==> src/rtl/movem_reg_sequencer.sv <==
// MOVEM register-list sequencer: walks a 16-bit mask, one register select per bus transfer.
// Latency: first XFER_REQ the cycle after START; DONE one cycle after the last XFER_ACK (or after START for an empty mask).
// Backpressure: REG_SEL/REG_IS_ADDR/XFER_ADDR held stable while XFER_REQ=1 until XFER_ACK is sampled.
//
// Ports:
//   CLK, RST            rising-edge clock, asynchronous active-high reset
//   START               begin a sequence (accepted in IDLE and in the FIN cycle)
//   MASK, PREDEC        register list and -(An) mode (reversed mask, descending addresses)
//   SIZE_L, BASE_ADDR   long/word step and starting address
//   XFER_ACK            bus transfer complete for the current request
//   BUSY, XFER_REQ      sequence in progress / transfer requested
//   REG_SEL, REG_IS_ADDR register number and file (0 = Dn, 1 = An)
//   XFER_ADDR           address of the current transfer
//   FINAL_ADDR, COUNT   An writeback value and number of completed transfers
//   DONE                one-cycle completion pulse
//   ABORT               only when MOVEM_ABORT_EN is defined: cancel a running sequence
//
// Optional feature macro: MOVEM_ABORT_EN

module movem_reg_sequencer #(
    parameter int ADDR_WIDTH = 32
) (
    input  logic                  CLK,
    input  logic                  RST,
    input  logic                  START,
    input  logic [15:0]           MASK,
    input  logic                  PREDEC,
    input  logic                  SIZE_L,
    input  logic [ADDR_WIDTH-1:0] BASE_ADDR,
    input  logic                  XFER_ACK,
`ifdef MOVEM_ABORT_EN
    input  logic                  ABORT,
`endif
    output logic                  BUSY,
    output logic                  XFER_REQ,
    output logic [2:0]            REG_SEL,
    output logic                  REG_IS_ADDR,
    output logic [ADDR_WIDTH-1:0] XFER_ADDR,
    output logic [ADDR_WIDTH-1:0] FINAL_ADDR,
    output logic [4:0]            COUNT,
    output logic                  DONE
);

    typedef enum logic [1:0] {
        S_IDLE = 2'd0,
        S_XFER = 2'd1,
        S_FIN  = 2'd2
    } state_t;

    state_t                  state_q, state_d;
    logic [15:0]             mask_q, mask_d;
    logic                    predec_q, predec_d;
    logic                    size_l_q, size_l_d;
    logic [ADDR_WIDTH-1:0]   addr_q, addr_d;
    logic [ADDR_WIDTH-1:0]   final_q, final_d;
    logic [4:0]              count_q, count_d;

    logic [15:0]             norm_mask;
    logic [3:0]              lo_idx;
    logic [3:0]              hi_idx;
    logic [3:0]              cur_idx;
    logic [15:0]             mask_clr;
    logic [ADDR_WIDTH-1:0]   step;
    logic [ADDR_WIDTH-1:0]   start_step;
    logic                    in_xfer;

    // In -(An) encoding bit0 is A7 and bit15 is D0; reversing gives the
    // uniform layout 0..7 = D0..D7, 8..15 = A0..A7 used internally.
    always_comb begin
        norm_mask = MASK;
        if (PREDEC) begin
            for (int i = 0; i < 16; i++) begin
                norm_mask[i] = MASK[15-i];
            end
        end
    end

    // Lowest and highest set bit of the remaining mask. Predecrement walks
    // from A7 down to D0 so that addresses descend in register order.
    always_comb begin
        lo_idx = 4'd0;
        for (int i = 15; i >= 0; i--) begin
            if (mask_q[i]) begin
                lo_idx = 4'(i);
            end
        end
    end

    always_comb begin
        hi_idx = 4'd0;
        for (int i = 0; i < 16; i++) begin
            if (mask_q[i]) begin
                hi_idx = 4'(i);
            end
        end
    end

    assign cur_idx    = predec_q ? hi_idx : lo_idx;
    assign mask_clr   = mask_q & ~(16'd1 << cur_idx);
    assign step       = size_l_q ? ADDR_WIDTH'(4) : ADDR_WIDTH'(2);
    assign start_step = SIZE_L   ? ADDR_WIDTH'(4) : ADDR_WIDTH'(2);
    assign in_xfer    = (state_q == S_XFER);

    always_comb begin
        state_d  = state_q;
        mask_d   = mask_q;
        predec_d = predec_q;
        size_l_d = size_l_q;
        addr_d   = addr_q;
        final_d  = final_q;
        count_d  = count_q;

        case (state_q)
            S_IDLE, S_FIN: begin
                state_d = S_IDLE;
                if (START) begin
                    mask_d   = norm_mask;
                    predec_d = PREDEC;
                    size_l_d = SIZE_L;
                    // Predecrement pre-decrements before the first store.
                    addr_d   = PREDEC ? (BASE_ADDR - start_step) : BASE_ADDR;
                    // An empty list reports BASE_ADDR unchanged.
                    final_d  = BASE_ADDR;
                    count_d  = 5'd0;
                    state_d  = (norm_mask != 16'd0) ? S_XFER : S_FIN;
                end
            end

            S_XFER: begin
`ifdef MOVEM_ABORT_EN
                // Abort wins over a same-cycle ACK: that transfer is not counted.
                if (ABORT) begin
                    state_d = S_IDLE;
                    mask_d  = 16'd0;
                    final_d = addr_q;
                end else
`endif
                if (XFER_ACK) begin
                    mask_d  = mask_clr;
                    count_d = count_q + 5'd1;
                    addr_d  = predec_q ? (addr_q - step) : (addr_q + step);
                    // -(An) writes back the last address used; (An)+ and
                    // control modes report the address past the last one.
                    final_d = predec_q ? addr_q : (addr_q + step);
                    state_d = (mask_clr == 16'd0) ? S_FIN : S_XFER;
                end
            end

            default: begin
                state_d = S_IDLE;
            end
        endcase
    end

    always_ff @(posedge CLK or posedge RST) begin
        if (RST) begin
            state_q  <= S_IDLE;
            mask_q   <= 16'd0;
            predec_q <= 1'b0;
            size_l_q <= 1'b0;
            addr_q   <= '0;
            final_q  <= '0;
            count_q  <= 5'd0;
        end else begin
            state_q  <= state_d;
            mask_q   <= mask_d;
            predec_q <= predec_d;
            size_l_q <= size_l_d;
            addr_q   <= addr_d;
            final_q  <= final_d;
            count_q  <= count_d;
        end
    end

    // Transfer-side outputs are only meaningful during XFER; zero otherwise.
    assign BUSY        = in_xfer;
    assign XFER_REQ    = in_xfer;
    assign REG_SEL     = in_xfer ? cur_idx[2:0] : 3'd0;
    assign REG_IS_ADDR = in_xfer ? cur_idx[3]   : 1'b0;
    assign XFER_ADDR   = in_xfer ? addr_q       : '0;
    assign FINAL_ADDR  = final_q;
    assign COUNT       = count_q;
    assign DONE        = (state_q == S_FIN);

endmodule

==> config.mk <==
export PLATFORM = sky130hd
export DESIGN_NAME = movem_reg_sequencer
export DESIGN_NICKNAME = d
export VERILOG_FILES = /design/src/rtl/movem_reg_sequencer.sv
export SDC_FILE = /design/constraint.sdc
export NUM_CORES = 1
export LEC_CHECK = 0
export ABC_AREA = 1
export BUFFER_PORTS_ARGS = -buffer_cell sky130_fd_sc_hd__buf_4
export CELL_PAD_IN_SITES_DETAIL_PLACEMENT = 1
export CELL_PAD_IN_SITES_GLOBAL_PLACEMENT = 2
export CORE_MARGIN = 4
export CORE_UTILIZATION = 31
export CTS_CLUSTER_DIAMETER = 60
export DETAILED_ROUTE_END_ITERATION = 16
export PLACE_DENSITY_LB_ADDON = 0.1
export SYNTH_ARGS = -nofsm -noshare
export SYNTH_HDL_FRONTEND = slang
export SYNTH_SLANG_ARGS = --single-unit
export TNS_END_PERCENT = 50
==> constraint.sdc <==
create_clock -name CLK -period 4.1 [get_ports CLK]
set_input_delay 0.205 -clock CLK [delete_from_list [all_inputs] [get_ports CLK]]
set_output_delay 0.205 -clock CLK [all_outputs]
set_load 0.02 [all_outputs]
Word-level counts from Yosys, hierarchy flattened --
Cells that the tools add are included.
Storage, ports and cells: output and inout port bits 76, input bits 54, register bits 89
Operators by class: eq/ne operators 4, shift-type cells 1, bitwise operators 2, mux-type cells 58, add/subtract/negate cells 4, reductions and logical operators 7
Operators by type and width (count):
- $mux W32 | 8
- $pmux W32 S2 | 2
- $mux W4 | 31
- $sub A32 B3 Y32 | 2
- $mux W16 | 3
- $add A32 B3 Y32 | 1
- $pmux W16 S2 | 1
- $and A16 B16 Y16 | 1
- $logic_not A16 Y1 | 1
- $not A16 Y16 | 1
- $reduce_bool A16 Y1 | 1
- $shl A1 B4 Y16 const A | 1
- $mux W5 | 2
- $pmux W5 S2 | 1
- $mux W3 | 3
- $mux W2 | 4
- $add A5 B1 Y5 const B | 1
- $ne A2 B2 Y1 const B | 2
- $pmux W2 S2 | 1
- $reduce_and A3 Y1 | 1
- $eq A2 B1 Y1 const B | 1
- $eq A2 B2 Y1 const B | 1
- $logic_not A2 Y1 | 1
- $mux W1 | 2
- other kinds (3) | 3

Logic depth before layout (Yosys ltp) --
depth after elaboration 24, depth in mapped cells 26

Least setup slack after synthesis --
Ideal clock, no wire load.
path kind register to register, start register size_l_q, end register final_q[21], in the netlist FINAL_ADDR[21], required time 3968 ps, buffers on the path 0, setup slack 1261 ps, clock period less this slack 2839 ps, cell stages (with the launch flop) 21, arrival time 2707 ps, cell sequence dfrtp_1 inv_1 ha_1 inv_1 fa_1 inv_1 nand2_1 nor2_4 nand2_2 inv_2 nand2_2 nor3_2 nand3_2 nor3_2 nand4_2 nor2_2 nand2_2 o211ai_2 o21ai_1 a21oi_1 o21ai_1
On the way: cells in the longest elaborated chain, start to end 5
Ends and longest elaborated chain:
- start, declared | RTL line 53 | logic size_l_q, size_l_d;
- start signal, assigned | RTL line 168 | size_l_q <= size_l_d;
- $mux W3 | RTL line 100 | assign step = size_l_q ? ADDR_WIDTH'(4) : ADDR_WIDTH'(2);
- $add A32 B3 Y32 | RTL line 144 | final_d = predec_q ? addr_q : (addr_q + step);
- $mux W32 | RTL line 144
- $mux W32 | RTL line 138 | if (XFER_ACK) begin
- $pmux W32 S2 | RTL line 113 | case (state_q)
- end signal, assigned | RTL line 170 | final_q <= final_d;
- end, declared | RTL line 55 | logic [ADDR_WIDTH-1:0] final_q, final_d;
Every way passes these cells. The select of a mux whose other input is x is not followed. A chain may end at the register's enable or synchronous reset.

Final worst setup path --
start register size_l_q, end register addr_q[19]
On the way: cells in the longest elaborated chain, start to end 5
Ends and longest elaborated chain:
- $mux W3 * | RTL line 100
- $add A32 B3 Y32 or $sub A32 B3 Y32 (tied branches) | RTL line 141 | addr_d = predec_q ? (addr_q - step) : (addr_q + step);
- $mux W32 * | RTL line 141
- $mux W32 * | RTL line 138
- $pmux W32 S2 * | RTL line 113
- end signal, assigned | RTL line 169 | addr_q <= addr_d;
- end, declared | RTL line 54 | logic [ADDR_WIDTH-1:0] addr_q, addr_d;
Every way passes the cells marked *; elsewhere a longest branch is shown, timed or not. The select of a mux whose other input is x is not followed.

==> out/metrics.cfg <==
[sta]
finalMaxSlewViolations=0
setup_ws_ns=0.761
fin_tns_setup_ns=0
timing.fmax_mhz=299
finalHoldViolCount=0
fin_skew_ns=0.0110
setup_violations=0
worstMarginPinSlew_ns=1.06
fin_crit_sh_pct=81.4
rsz0062_at_grt=no
maxSlewHeadroom_pct=29.1
period_minus_slack_ns=3.34
holdWs_ns=0.0387

[synth]
ys_ff_latch=89
synthAdderAreaFrac_pct=1.92
avgSynthCellArea_um2=6.45
synth_top_family_by_area=simple AND/OR/NAND/NOR gates
yosysUniqueCellTypes=54
netlist_area_um2=7680
yosysWarnings=0
async_flop_share_pct=100
yosysSeqAreaShare_pct=29.0
syn_nets=1254
synth-edff-count=0
synth_compound_area_share_pct=20.0
yosys.area_share.simple_pct=36.0
synthCells=1190
synthFlopType=dfrtp_1
synthXorXnorAreaFrac_pct=3.08
muxShareOfSynthArea_pct=0.130

[routing]
wl_um=31600
antenna_left=0
detail_route.iter0.violations=517
drc=0
wl_per_cell_um=19.6
firstDrtPassIters=5
dr_total_vias=8500
avgViaCountPerCell=5.28

[placed_design]
port_buffers=129
dp_hpwl_um=23300
pre_cts_ws_ns=0.746
gp_congestion=0.879

[setup_path]
cp-start-kind=register
path_max_fanout=4
crit_slowest_cell=dfrtp_1
path_class=register to register
cp_slowest_stage_delay_ns=0.43
crit_chain=inv_1 -> ha_1 -> inv_1 -> fa_1 -> inv_1 -> nand2_1 -> nor2_4 -> nand2_2 -> inv_2 -> nand2_2 -> nor3_2 -> nand3_2 -> nor3_2 -> nand4_2 -> nor2_2 -> nand2_2 -> o2111ai_1 -> nand2_1 -> o21ai_0 -> o21ai_0
cp.required_ns=4.30
worstSetupEndpointType=register
cp.arrival_ns=3.54

[clock_tree]
clk_latency_ns=0.36
cts_hold_buf=0
post_cts_buffers=0
ctsResizeCount=0
cts_tree=done
path_clk_slew_ns=0.08
htreeDepth=3
cts_buffers=9
clock-sinks=89
cts_max_path_buffers=2
cts_root_buf=clkbuf_16

[power]
switchingPower_uw=4400
power.share.combinational_pct=66.4
total_power_uw=8020
pwr-share-clk_pct=12.6
p_int_uw=3620
p_per_area_nw_per_um2=868
irDropWorstVdd_uv=411
p_seq_share_pct=21.0
switching_share_pct=54.9
cellLeakagePower_uw=0.00421

[grt]
grt_first_pass_wirelength_um=49900
grt_util_all_layers_pct=23.4
grt_overflow=0
grt_max_degree=102
grt_pass1_vias=8739
antenna_found_initial=0

[layout]
utilization_pct=38.0
area_growth_pct=20.3
mostFrequentLayoutCells=nand2_1, nor2_1, buf_4
diodes=0
final_nets=1346
mostFrequentLayoutCell=nand2_1
drive_gt1_share_pct=16.4

[min_path]
min_path_type=input port to asynchronous set/reset pin

[floorplanning]
ios=130
initial_core_util_pct=31.6
die_w_um=165
die_y_um=165
num_rows=57
dieArea_um2=27400
coreArea_um2=24300

[run]
cap_violations=0

[status]
status=complete, no violations

## path summary, 6_finish.rpt
path	start	slack, ns	endpoint	cells past startpoint
setup / recovery	size_l_q$_DFFE_PP0P_	0.76	addr_q[19]$_DFFE_PP0P_	20
hold / removal	RST	0.04	FINAL_ADDR[2]$_DFFE_PP0P_	2
setup reg to reg	size_l_q$_DFFE_PP0P_	0.76	addr_q[19]$_DFFE_PP0P_	20
hold reg to reg	FINAL_ADDR[24]$_DFFE_PP0P_	0.49	FINAL_ADDR[24]$_DFFE_PP0P_	2
max in group asynchronous	RST	3.13	addr_q[17]$_DFFE_PP0P_	3
min in group CLK	XFER_ACK	0.12	COUNT[1]$_DFFE_PP0P_	3
## routing by layer
layer / global-route usage (%) / wire (um) / up-vias
met5: 0 / 0 / -
met4: 4.65 / 359 / 0
met3: 2.46 / 1150 / 21
met2: 38.1 / 14600 / 179
met1: 33.7 / 15500 / 4141
li1: - / - / 4159
## cells in the mapped netlist, types with 4 or more instances
library cell / count / area [um2]
nor4_1: 10 / 62.6
nand3_2: 8 / 80.1
o21ai_1: 9 / 45.0
dfrtp_1: 89 / 2230
a31oi_1: 11 / 68.8
a41oi_1: 7 / 61.3
clkinv_1: 6 / 22.5
nor3_2: 4 / 40.0
o2111ai_1: 4 / 35.0
nor2_4: 5 / 56.3
o211ai_1: 11 / 82.6
xor2_1: 25 / 219
o31ai_1: 5 / 37.5
a22oi_1: 7 / 52.6
o21ai_0: 117 / 586
nor2_1: 180 / 676
nor2_2: 6 / 37.5
o22ai_1: 18 / 113
a21oi_1: 61 / 305
buf_2: 5 / 25.0
or2_2: 4 / 25.0
nand4_1: 28 / 175
a211oi_1: 4 / 30.0
inv_1: 125 / 469
buf_1: 11 / 41.3
nand2_1: 254 / 953
clkbuf_1: 38 / 143
inv_2: 7 / 26.3
ha_1: 7 / 87.6
nand3_1: 50 / 250
nor3_1: 30 / 150
nand2_2: 5 / 31.3
## layout make-up
type / count / area [um2]
clock buffer: 9 / 225
clock inverter: 5 / 106
fill: 3144 / 15100
inverter: 138 / 522
multi-input combinational: 906 / 4710
sequential: 89 / 2230
tap: 324 / 405
timing repair buffer: 138 / 1050
## flip-flops by register name (all words and copies together) (netlist names)
signal,count
size_l_q,1
FINAL_ADDR,32
predec_q,1
COUNT,5
mask_q,16
addr_q,32
state_q,2
## power groups by stage
stage | Clock (uW) | Combinational, uW | Sequential [uW]
after floorplan | 0 | 3420 | 1740
after global placement | 0 | 5320 | 1700
after detailed placement | 0 | 5350 | 1710
after CTS | 1030 | 5390 | 1690
after global routing | 1070 | 5970 | 1760
final | 1010 | 5320 | 1690
## per-stage QoR
step | std cells | area (um2)
after floorplan | 1190 | 7680
after global placement | 1595 | 8910
after detailed placement | 1595 | 8910
after CTS | 1609 | 9240
after global routing | 1609 | 9240
final | 1609 | 9240
## critical path, delay by kind of cell, from the launching register on
kind / cells / cell delay (ns)
buffers and inverters: 4 / 0.38
AND/OR/NAND/NOR: 11 / 1.41
adder cells (fa/ha/maj): 2 / 0.58
AO/OA/AOI/OAI: 3 / 0.37
flip-flops: 1 / 0.43
## cells by family after synthesis
| family | count (synthesis) |
|---|---|
| multiplexers | 1 |
| AND/OR/NAND/NOR | 601 |
| XOR/XNOR | 27 |
| adder cells (fa/ha/maj) | 10 |
| buffers and inverters | 195 |
| AO/OA/AOI/OAI | 267 |
| flip-flops | 89 |
No activity file was read; power rests on OpenSTA's default activity.
